$ cat src/rtl/sng_bank.sv
// Purpose: stochastic number generator bank; one LFSR + comparator per channel feeding the network compute window.
// Latency: acceptance at edge t -> compute high cycles t+1..t+LENGTH, window_done pulse in cycle t+LENGTH+1.
// Backpressure: in_ready only in IDLE/GAP; one sample per LENGTH+1 cycles, in_valid ignored while running.
module sng_bank #(
    parameter int               N_INPUTS = 2,
    parameter int               WIDTH    = 8,
    parameter int               LENGTH   = 256,
    parameter logic [WIDTH-1:0] SEED     = 8'b10001101
) (
    input  logic                         clk,
    input  logic                         n_rst,
    input  logic                         in_valid,
    output logic                         in_ready,
    input  logic [N_INPUTS*(WIDTH+1)-1:0] in_value,
    output logic                         compute,
    output logic [N_INPUTS-1:0]          bits,
    output logic                         window_done
);

    localparam int             CW      = $clog2(LENGTH);
    localparam logic [WIDTH:0] MAX_VAL = (WIDTH+1)'(LENGTH);

    typedef enum logic [1:0] {
        IDLE,
        RUN,
        GAP
    } state_t;

    state_t           state;
    state_t           state_nxt;
    logic [CW-1:0]    count;
    logic [WIDTH-1:0] lfsr    [N_INPUTS];
    logic [WIDTH:0]   value   [N_INPUTS];
    logic [WIDTH:0]   sat_in  [N_INPUTS];
    logic             accept;
    logic             last;

    // De Bruijn-extended Fibonacci LFSR (x^8+x^6+x^5+x^4+1): the all-zero-tail
    // term splices state 0 into the cycle, giving a full 256-state period.
    function automatic logic [WIDTH-1:0] lfsr_step(input logic [WIDTH-1:0] s);
        logic fb;
        fb = s[7] ^ s[5] ^ s[4] ^ s[3] ^ (s[WIDTH-2:0] == '0);
        return {s[WIDTH-2:0], fb};
    endfunction

    // Per-channel seed, offset so the streams are decorrelated.
    function automatic logic [WIDTH-1:0] seed_of(input int k);
        return WIDTH'(int'(SEED) + 37 * k);
    endfunction

    assign last = (count == CW'(LENGTH - 1));

    // Saturate each incoming channel value to LENGTH.
    always_comb begin
        for (int k = 0; k < N_INPUTS; k++) begin
            sat_in[k] = in_value[k*(WIDTH+1) +: WIDTH+1];
            if (sat_in[k] > MAX_VAL) sat_in[k] = MAX_VAL;
        end
    end

    // Next-state and control outputs; everything forced low while reset is held.
    always_comb begin
        state_nxt   = state;
        in_ready    = 1'b0;
        compute     = 1'b0;
        window_done = 1'b0;
        accept      = 1'b0;
        if (n_rst) begin
            case (state)
                IDLE: begin
                    in_ready = 1'b1;
                    accept   = in_valid;
                    if (in_valid) state_nxt = RUN;
                end
                RUN: begin
                    compute = 1'b1;
                    if (last) state_nxt = GAP;
                end
                GAP: begin
                    in_ready    = 1'b1;
                    window_done = 1'b1;
                    accept      = in_valid;
                    state_nxt   = in_valid ? RUN : IDLE;
                end
                default: state_nxt = IDLE;
            endcase
        end
    end

    // Comparator per channel; bits are only meaningful inside the window.
    always_comb begin
        bits = '0;
        for (int k = 0; k < N_INPUTS; k++) begin
            if (compute) bits[k] = ({1'b0, lfsr[k]} < value[k]);
        end
    end

    // State, counter, LFSRs and latched values.
    always_ff @(posedge clk) begin
        if (!n_rst) begin
            state <= IDLE;
            count <= '0;
            for (int k = 0; k < N_INPUTS; k++) begin
                lfsr[k]  <= seed_of(k);
                value[k] <= '0;
            end
        end else begin
            state <= state_nxt;
            if (accept) begin
                count <= '0;
                for (int k = 0; k < N_INPUTS; k++) begin
                    lfsr[k]  <= seed_of(k);
                    value[k] <= sat_in[k];
                end
            end else if (state == RUN) begin
                count <= count + 1'b1;
                for (int k = 0; k < N_INPUTS; k++) begin
                    lfsr[k] <= lfsr_step(lfsr[k]);
                end
            end
        end
    end

endmodule

$ cat config.mk
export PLATFORM = sky130hd
export DESIGN_NAME = sng_bank
export DESIGN_NICKNAME = d
export VERILOG_FILES = /design/src/rtl/sng_bank.sv
export SDC_FILE = /design/constraint.sdc
export NUM_CORES = 1
export LEC_CHECK = 0
export BUFFER_PORTS_ARGS = -buffer_cell sky130_fd_sc_hd__buf_2
export CORE_ASPECT_RATIO = 0.7
export CORE_MARGIN = 4
export CORE_UTILIZATION = 62
export DETAILED_ROUTE_END_ITERATION = 7
export PLACE_DENSITY = 0.85
export SLEW_MARGIN = 20
export SYNTH_ARGS = -nofsm -noshare
export SYNTH_HDL_FRONTEND = slang
export SYNTH_SLANG_ARGS = --single-unit
$ cat constraint.sdc
create_clock -name clk -period 4.1 [get_ports clk]
set_input_delay 0.41 -clock clk [delete_from_list [all_inputs] [get_ports clk]]
set_output_delay 0.41 -clock clk [all_outputs]
set_load 0.005 [all_outputs]
Yosys cells after proc, flatten, opt, wreduce, memory -nomap -nowiden

Memories as Yosys holds them, arrays and structs flattened.
Index checks and enable logic that the tools add are counted.

Bits in writable memories: 34
Bits in registers: 10
Input port bits: 21
Memories: 2
Word-level logic and storage cells: 64
Output and inout port bits: 5

Memory list:

| name  | words | bits a word | read ports | clocked after memory_dff | wr ports | RTL line | source |
|---|---|---|---|---|---|---|---|
| value | 2     | 9           | 2          | 0                        | 2        | 33       | `logic [WIDTH:0] value [N_INPUTS];` |
| lfsr  | 2     | 8           | 2          | 0                        | 2        | 32       | `logic [WIDTH-1:0] lfsr [N_INPUTS];` |

Equality and inequality tests: 5
Muxes and demuxes: 29
Magnitude comparators: 4
Reduce and logical (&&, ||, !) cells: 6
Add/sub/neg operators: 1
Bitwise operators: 15

Operators by type and width:

| cell                                                  | count |
|---|---|
| two-way mux 9 bit                                     | 4 |
| two-way mux 8 bit                                     | 4 |
| greater-than comparator 9 bit (second input constant) | 2 |
| less-than comparator 8 x 9 -> 1 bit                   | 2 |
| two-way mux 1 bit                                     | 18 |
| zero test 7 bit                                       | 2 |
| adder 8 x 1 -> 8 bit (second input constant)          | 1 |
| equality test 8 bit (second input constant)           | 1 |
| bitwise XOR 1 bit                                     | 8 |
| bitwise OR 1 bit                                      | 6 |
| one-hot mux 2 bit (3 select lines)                    | 1 |
| two-way mux 2 bit                                     | 2 |
| inequality test 2 bit (second input constant)         | 2 |
| OR reduction 2 bit                                    | 2 |
| equality test 2 x 1 -> 1 bit (second input constant)  | 1 |
| equality test 2 bit (second input constant)           | 1 |
| zero test 2 bit                                       | 1 |
| AND reduction 2 bit                                   | 1 |
| inverter 1 bit                                        | 1 |

Logic depth before layout (Yosys ltp)

Gate-level depths: netlist (run 1).

Word-level depth: 9
Gate-level depth with buffers: 6
Gate-level depth less buffers: 6

Worst setup path before layout (run 1)

No wires, ideal clock.

Path kind: input to register
Start point: in in_valid
End point: mem lfsr[0][0], enable pin
Buffers on the path: 0
Setup time: 373 ps
Cell stages on the path: 3
Setup slack: 2083 ps
Arrival: 1644 ps
Data required time: 3727 ps
Cells stage by stage: inv_1 > o21ai_2 > or2_1

RTL lines:

| element         | RTL line | source |
|---|---|---|
| start, declared | 12       | `input logic in_valid,` |
| end, declared   | 32       |  |

==> results of run 1 <==
-- cell type report --
| class | instances | area (µm²) |
|---|---|---|
| fillers | 226 | 818 |
| well taps | 47 | 58.8 |
| clock buffers | 7 | 86.3 |
| flip-flops and latches | 44 | 1220 |
| repair buffers | 26 | 133 |
| clock inverters | 1 | 7.51 |
| multi-input cells | 121 | 900 |
| inverters | 18 | 72.6 |
-- metrics by stage --
step / area (µm²) / instances / hold slack (ps) / power (mW) / setup WS [ps]
floorplan: 2240 / 187 / 472 / 0.634 / 2080
global placement: 2380 / 256 / 487 / 0.666 / 2130
detailed placement: 2380 / 256 / 498 / 0.679 / 2030
CTS: 2480 / 264 / 374 / 0.959 / 1690
global route: 2480 / 264 / 384 / 0.997 / 1570
finish: 2480 / 264 / 380 / 0.956 / 1660
-- cell usage in the layout (no fill, tap or decap), types with 8 or more instances in the layout --
cell	n
and2_1	17
ha_1	15
buf_2	25
inv_1	17
edfxtp_1	34
and3_1	8
nand2b_1	9
dfxtp_1	10
nor2_1	16
-- sequential cells by signal, summed over array words and instances (netlist names) --
name   count
state      2
value     18
lfsr      16
count      8
-- synthesized netlist by cell type, types with 4 or more instances --
| cell type | n | share of area (%) |
|---|---|---|
| inv_1 | 17 | 2.9 |
| xor2_1 | 7 | 2.7 |
| ha_1 | 15 | 8.4 |
| and2_1 | 17 | 4.8 |
| nand2_1 | 7 | 1.2 |
| xnor2_1 | 4 | 1.6 |
| and3_1 | 8 | 2.2 |
| dfxtp_1 | 10 | 8.9 |
| nor2_1 | 16 | 2.7 |
| edfxtp_1 | 34 | 46 |
| nand2b_1 | 9 | 2.5 |
| a21oi_1 | 4 | 0.89 |
| nand4_1 | 5 | 1.4 |
-- worst register-to-register path: stages, from the launching register on --
cell	delay [ps]
dfxtp_1	350
o21ai_2	140
buf_4	310
or2_1	600
-- cells by family (layout without fill, tap and decap cells) --
logic type / count (synthesis) / count (layout)
buffers and inverters: 22 / 52
xor gates and xnor gates: 11 / 11
DFF: 44 / 44
and+or+nand+nor: 78 / 78
muxes: 1 / 1
adders and majority gates: 15 / 15
AOI/OAI and AO/OA: 16 / 16
-- power by group through the flow --
| stage | sequential (mW) | combinational [mW] | clock [mW] |
|---|---|---|---|
| floorplan | 0.540 | 0.0947 | 0 |
| detailed placement | 0.549 | 0.130 | 0 |
| global placement | 0.547 | 0.118 | 0 |
| CTS | 0.540 | 0.132 | 0.287 |
| finish | 0.540 | 0.132 | 0.283 |
| global route | 0.543 | 0.148 | 0.306 |
-- path summary, 6_finish.rpt --
kind | slack (ps) | start | end | cells after the start
max | 1660 | lfsr[0][4] | bits[0] | 6
min | 380 | in_value[13] | value[0][13] | 2
max reg2reg | 2330 | state[0] | lfsr[0][15] | 3
min reg2reg | 520 | count[6] | count[6] | 2
-- metal layers --
| layer | routed length, µm | part of all wire, % |
|---|---|---|
| met5 | 0 | 0 |
| met4 | 80 | 1.9 |
| met3 | 213 | 5.0 |
| met2 | 1960 | 46 |
| met1 | 2000 | 47 |
==> results.tsv, run 1 <==
metric	value	unit
avgSynthCellArea	12.0	µm²
synthSimpleGateAreaFrac	21.2	%
die_area	4650	µm²
start_kind	flip-flop	
cp_num_buf_inv	1	
synth_warnings	0	
crit_required	3690	ps
synth_cell_type_count	39	
crit_path_end_kind	output pin	
slowest_delay	450	ps
rsz0062_at_grt	no	
syn-num-nets	223	
clk_pin_slew_worst_paths	90	ps
gp_congestion	0.784	
use_met1	27.3	%
use_met2	32.7	%
tightest_slew	676	ps
place_hpwl	3.15	mm
drc	0	
cts_root_buffer	clkbuf_8	
combPwrFrac	13.8	%
timing.final.hold_violations	0	
grt_busiest_layer	met2	
h-tree-depth	2	
worstSkewPairLatency	310	ps
synth_seq_cells	44	
crit_chain	ha_1 -> a21oi_1 -> nor2_1 -> a2111oi_1 -> o311a_1 -> buf_2	
status	completed	
cts_resized	0	
critPathSlowestCell	edfxtp_1	
grt_pass1_wl	7.05	mm
overflow	0	
grt_pass1_vias	1461	
drt_iter0_drc	112	
cts_setup_buffers	0	
syn_area	2240	µm²
drt-vias-per-instance	5.56	
hold_buffers	0	
clock_sinks	44	
seq_area_frac_synth	54.6	%
crit_fanout	4	
p_seq_share	56.6	%
power_density	386	nW/µm²
synth_top_family_by_area	simple AND/OR/NAND/NOR gates	
slew_violations	0	
holdCritPathClass	primary input to flip-flop	
fp-row-count	17	
p_int	712	µW
firstDrtPassIters	4	
peakVddDrop	0.232	mV
yosys.area_share.xor_xnor	4.30	%
fin_util	75.2	%
synth_mux_area_share	0.447	%
synth-compound-area-share	5.81	%
die_x	79.8	µm
finClkSkew	10.5	ps
grt.total_usage	20.4	%
cp_data_arrival_time	2030	ps
clock_power_share	29.6	%
fin_crit_sh	59.6	%
grt_start_max_net_pins	28	
wl_per_cell	16.1	µm
max_slew_margin	55.0	%
io_buffers	25	
antenna_found_initial	0	
coreArea	3300	µm²
syn2layout_area_growth	10.7	%
max_freq	0.410	GHz
via_count	1469	
met3_usage	4.66	%
path_class	flip-flop to output pin	
max-clock-path-buffers	2	
leakage	1.04	nW
boundaryPins	26	
synthCells	187	
numCtsBuffers	5	
drtAntennaViolNets	0	
switching_power	243	µW
die_h	58.3	µm
drt-total-wl	4.25	mm
start_util	67.9	%
cap_violations	0	
setup_tns	0	ps
drive_gt1_share	19.4	%
fin_crit	2440	ps
diodes	0	
nets	252	
synthFlopType	edfxtp_1	
synth_edf_count	34	
synthAdderAreaFrac	8.38	%
async_reset_ff_share	0	%
critical_path.top_delay_family	compound AO/OA/AOI/OAI gates	
switching_share	25.4	%
setup_viol	0	
cts_tree	built	
Power figures use the tool's default switching activity.
==> run 2, diff against run 1 <==
--- a/config.mk
+++ b/config.mk
@@ -5,12 +5,13 @@
 export SDC_FILE = /design/constraint.sdc
 export NUM_CORES = 1
 export LEC_CHECK = 0
+export ABC_AREA = 1
 export BUFFER_PORTS_ARGS = -buffer_cell sky130_fd_sc_hd__buf_2
 export CORE_ASPECT_RATIO = 0.7
 export CORE_MARGIN = 4
-export CORE_UTILIZATION = 62
+export CORE_UTILIZATION = 53
 export DETAILED_ROUTE_END_ITERATION = 7
-export PLACE_DENSITY = 0.85
+export PLACE_DENSITY = 0.77
 export SLEW_MARGIN = 20
 export SYNTH_ARGS = -nofsm -noshare
 export SYNTH_HDL_FRONTEND = slang
==> constraint.sdc (replaced) <==
create_clock -name clk -period 2.05 [get_ports clk]
set_input_delay 0.205 -clock clk [delete_from_list [all_inputs] [get_ports clk]]
set_output_delay 0.205 -clock clk [all_outputs]
set_load 0.005 [all_outputs]
==> run 2 against run 1 <==
  * Register-to-register slack got worse by 1800 ps
  * Combinational power rose by 130%
  * Clock power rose by 110%
  * Largest cell class unchanged
  * Largest power group unchanged
==> results.tsv, run 2 <==
metric	value	unit	change
status	completed		unchanged
async_reset_ff_share	0	%	unchanged
holdCritPathClass	primary input to flip-flop		unchanged
die_area	5770	µm²	was 4650 µm²
crit_required	1850	ps	was 3690 ps
crit_path_end_kind	output pin		unchanged
layout_commonest_cell	nand2_1		was edfxtp_1
synth_warnings	0		unchanged
fillerInstances	366		was 226
mostFrequentLayoutCells	nand2_1 (71), inv_1 (70), nor2_1 (51), edfxtp_1 (34), buf_2 (25)		was edfxtp_1 (34), buf_2 (25), inv_1 (17), and2_1 (17), nor2_1 (16)
setup_viol	0		unchanged
diodes	0		unchanged
grt.total_usage	16.7	%	was 20.4%
syn_area	2440	µm²	was 2240 µm²
seq_area_frac_synth	50.1	%	was 54.6%
synth_common_cells	nand2_1 (71), inv_1 (70), nor2_1 (51)		was edfxtp_1 (34), and2_1 (17), inv_1 (17)
rsz0062_at_grt	no		unchanged
drt-vias-per-instance	4.66		was 5.56
largest_register_ffs	18		unchanged
synth_seq_cells	44		unchanged
start_util	55.7	%	was 67.9%
cts_setup_buffers	0		unchanged
synth_top_cell_by_area	edfxtp_1		unchanged
yosysTopAreaCellShare	41.8	%	was 45.6%
cts_root_buffer	clkbuf_8		unchanged
clock_sinks	44		unchanged
reg2reg_setup_slack	510	ps	was 2330 ps
leakage	1.36	nW	was 1.04 nW
fin_crit_sh	90.8	%	
drt_iter0_drc	160		was 112
crit_fanout	4		unchanged
place_hpwl	3.35	mm	was 3.15 mm
fin_crit	1860	ps	
avgSynthCellArea	8.11	µm²	was 12.0 µm²
die_h	64.8	µm	was 58.3 µm
setup_tns	0	ps	unchanged
coreArea	4380	µm²	was 3300 µm²
yosys-top-cells-area	edfxtp_1 (42%), nand2_1 (11%), inv_1 (11%), dfxtp_1 (8.2%), nor2_1 (7.8%)		was edfxtp_1 (46%), dfxtp_1 (8.9%), ha_1 (8.4%), and2_1 (4.8%), inv_1 (2.9%)
power_density	717	nW/µm²	was 386 nW/µm²
clk_pin_slew_worst_paths	80	ps	was 90 ps
h-tree-depth	2		unchanged
max_slew_margin	55.7	%	was 55.0%
start_kind	flip-flop		unchanged
syn-num-nets	337		was 223
die_x	89.1	µm	was 79.8 µm
cp_data_arrival_time	1660	ps	was 2030 ps
firstDrtPassIters	4		unchanged
grt_start_max_net_pins	21		was 28
grt_pass1_wl	7.27	mm	was 7.05 mm
fp-row-count	20		was 17
cts_resized	0		unchanged
cp-startpoint	lfsr[0][15]		was lfsr[0][4]
synth_cell_type_count	21		was 39
drive_gt1_share	13.5	%	was 19.4%
worstSkewPairLatency	300	ps	was 310 ps
synthFlopType	edfxtp_1		unchanged
max-clock-path-buffers	2		unchanged
numCtsBuffers	5		unchanged
peakVddDrop	0.428	mV	was 0.232 mV
largestRegisters	value (18), lfsr (16), count (8)		unchanged
antenna_found_initial	0		unchanged
overflow	0		unchanged
finClkSkew	4.01	ps	was 10.5 ps
yosysMostFrequentCell	nand2_1		was edfxtp_1
boundaryPins	26		unchanged
nets	369		was 252
largest_register	value		unchanged
holdWs	209	ps	was 380 ps
ff2ff_path_depth	5		was 3
path_class	flip-flop to output pin		unchanged
cts_tree	built		unchanged
synthCells	301		was 187
via_count	1811		was 1469
timing.final.hold_violations	0		unchanged
max_freq	0.537	GHz	
io_buffers	25		unchanged
synth_edf_count	34		unchanged
wl_per_cell	11.0	µm	was 16.1 µm
tightest_slew	663	ps	was 676 ps
drc	0		unchanged
crit_path_end	bits[1]		was bits[0]
drt-total-wl	4.28	mm	was 4.25 mm
drtAntennaViolNets	0		unchanged
cap_violations	0		unchanged
rr_endpoint	lfsr[0][4]		was lfsr[0][15]
gp_congestion	0.828		was 0.784
slew_violations	0		unchanged
hold_buffers	0		unchanged
reg2reg_from	state[0]		unchanged
grt_pass1_vias	1633		was 1461
syn2layout_area_growth	11.7	%	was 10.7%
-- run 2: cell count changes in the layout (fill, tap and decap cells not counted), sizes merged, moves of 3 or more --
cell / before / now
a21oi: 4 / 8
and2: 17 / 0
and3: 8 / 0
inv: 17 / 74
nand2: 8 / 73
nand2b: 9 / 0
nand3: 1 / 14
nand4: 5 / 2
nor2: 18 / 56
nor3: 0 / 5
o21ai: 1 / 5
or2: 1 / 4
xnor2: 4 / 0
xor2: 7 / 0
-- run 2: worst min path at each step --
stage             endpoint   startpoint  slack (ps)  cells after the start
2_1_floorplan  value[0][0]  in_value[0]         410                      2
3_3_place_gp      count[2]     count[2]         460                      2
3_5_place_dp      count[2]     count[2]         460                      2
4_1_cts        value[0][4]  in_value[4]         200                      3
5_1_grt        value[0][6]  in_value[6]         210                      3
6_report       value[0][4]  in_value[4]         210                      3
-- run 2: cell families (layout without fill, tap and decap cells) --
logic type	count (synthesis)	in the layout	synth area share (%)
AOI/OAI and AO/OA	15	15	3.28
adders and majority gates	15	15	7.69
buffers and inverters	73	106	11.5
DFF	44	44	50.1
and+or+nand+nor	154	154	27.4
-- run 2: power by group --
part           internal (mW)  leakage, nW  switching, mW  total, mW
Combinational          0.111        0.878          0.188      0.298
Clock                  0.275       0.0521          0.308      0.583
Sequential              1.03        0.430         0.0401       1.07
Total                   1.42         1.36          0.536       1.95
-- run 2: final cells by class --
type                            instances  area [µm²]  share of cell area (%)
Multi-Input combinational cell        184         937                    34.4
Inverter                               72         270                    9.92
Clock buffer                            6        82.6                    3.03
Tap cell                               55        68.8                    2.53
Timing Repair Buffer                   26         133                    4.87
Clock inverter                          2        12.5                   0.459
Sequential cell                        44        1220                    44.8
-- run 2: stage by stage --
| step | cell area [µm²] | power, mW | setup WS, ps | util [%] | cells |
|---|---|---|---|---|---|
| 2_1_floorplan | 2440 | 1.30 | 445 | - | 301 |
| 3_3_place_gp | 2630 | 1.37 | 551 | 60.1 | 381 |
| 3_5_place_dp | 2630 | 1.39 | 496 | 60.1 | 381 |
| 4_1_cts | 2730 | 1.96 | 181 | 62.2 | 389 |
| 5_1_grt | 2730 | 2.06 | 66.9 | 62.2 | 389 |
| 6_report | 2730 | 1.95 | 189 | 62.2 | 389 |
-- run 2: critical path, stage by stage (launching register included) --
cell      delay [ps]
edfxtp_1         440
ha_1             310
inv_1             60
nor2_1            30
a21boi_0         210
nand3_1          120
nor2_2            80
buf_2            110
-- run 2: metal layers --
layer	wire [µm]	global-route usage (%)	share of wire [%]
met1	2210	24.2	52
met2	1850	23.9	43
met3	150	4.07	3.5
met4	63	6.69	1.5
met5	0	0	0
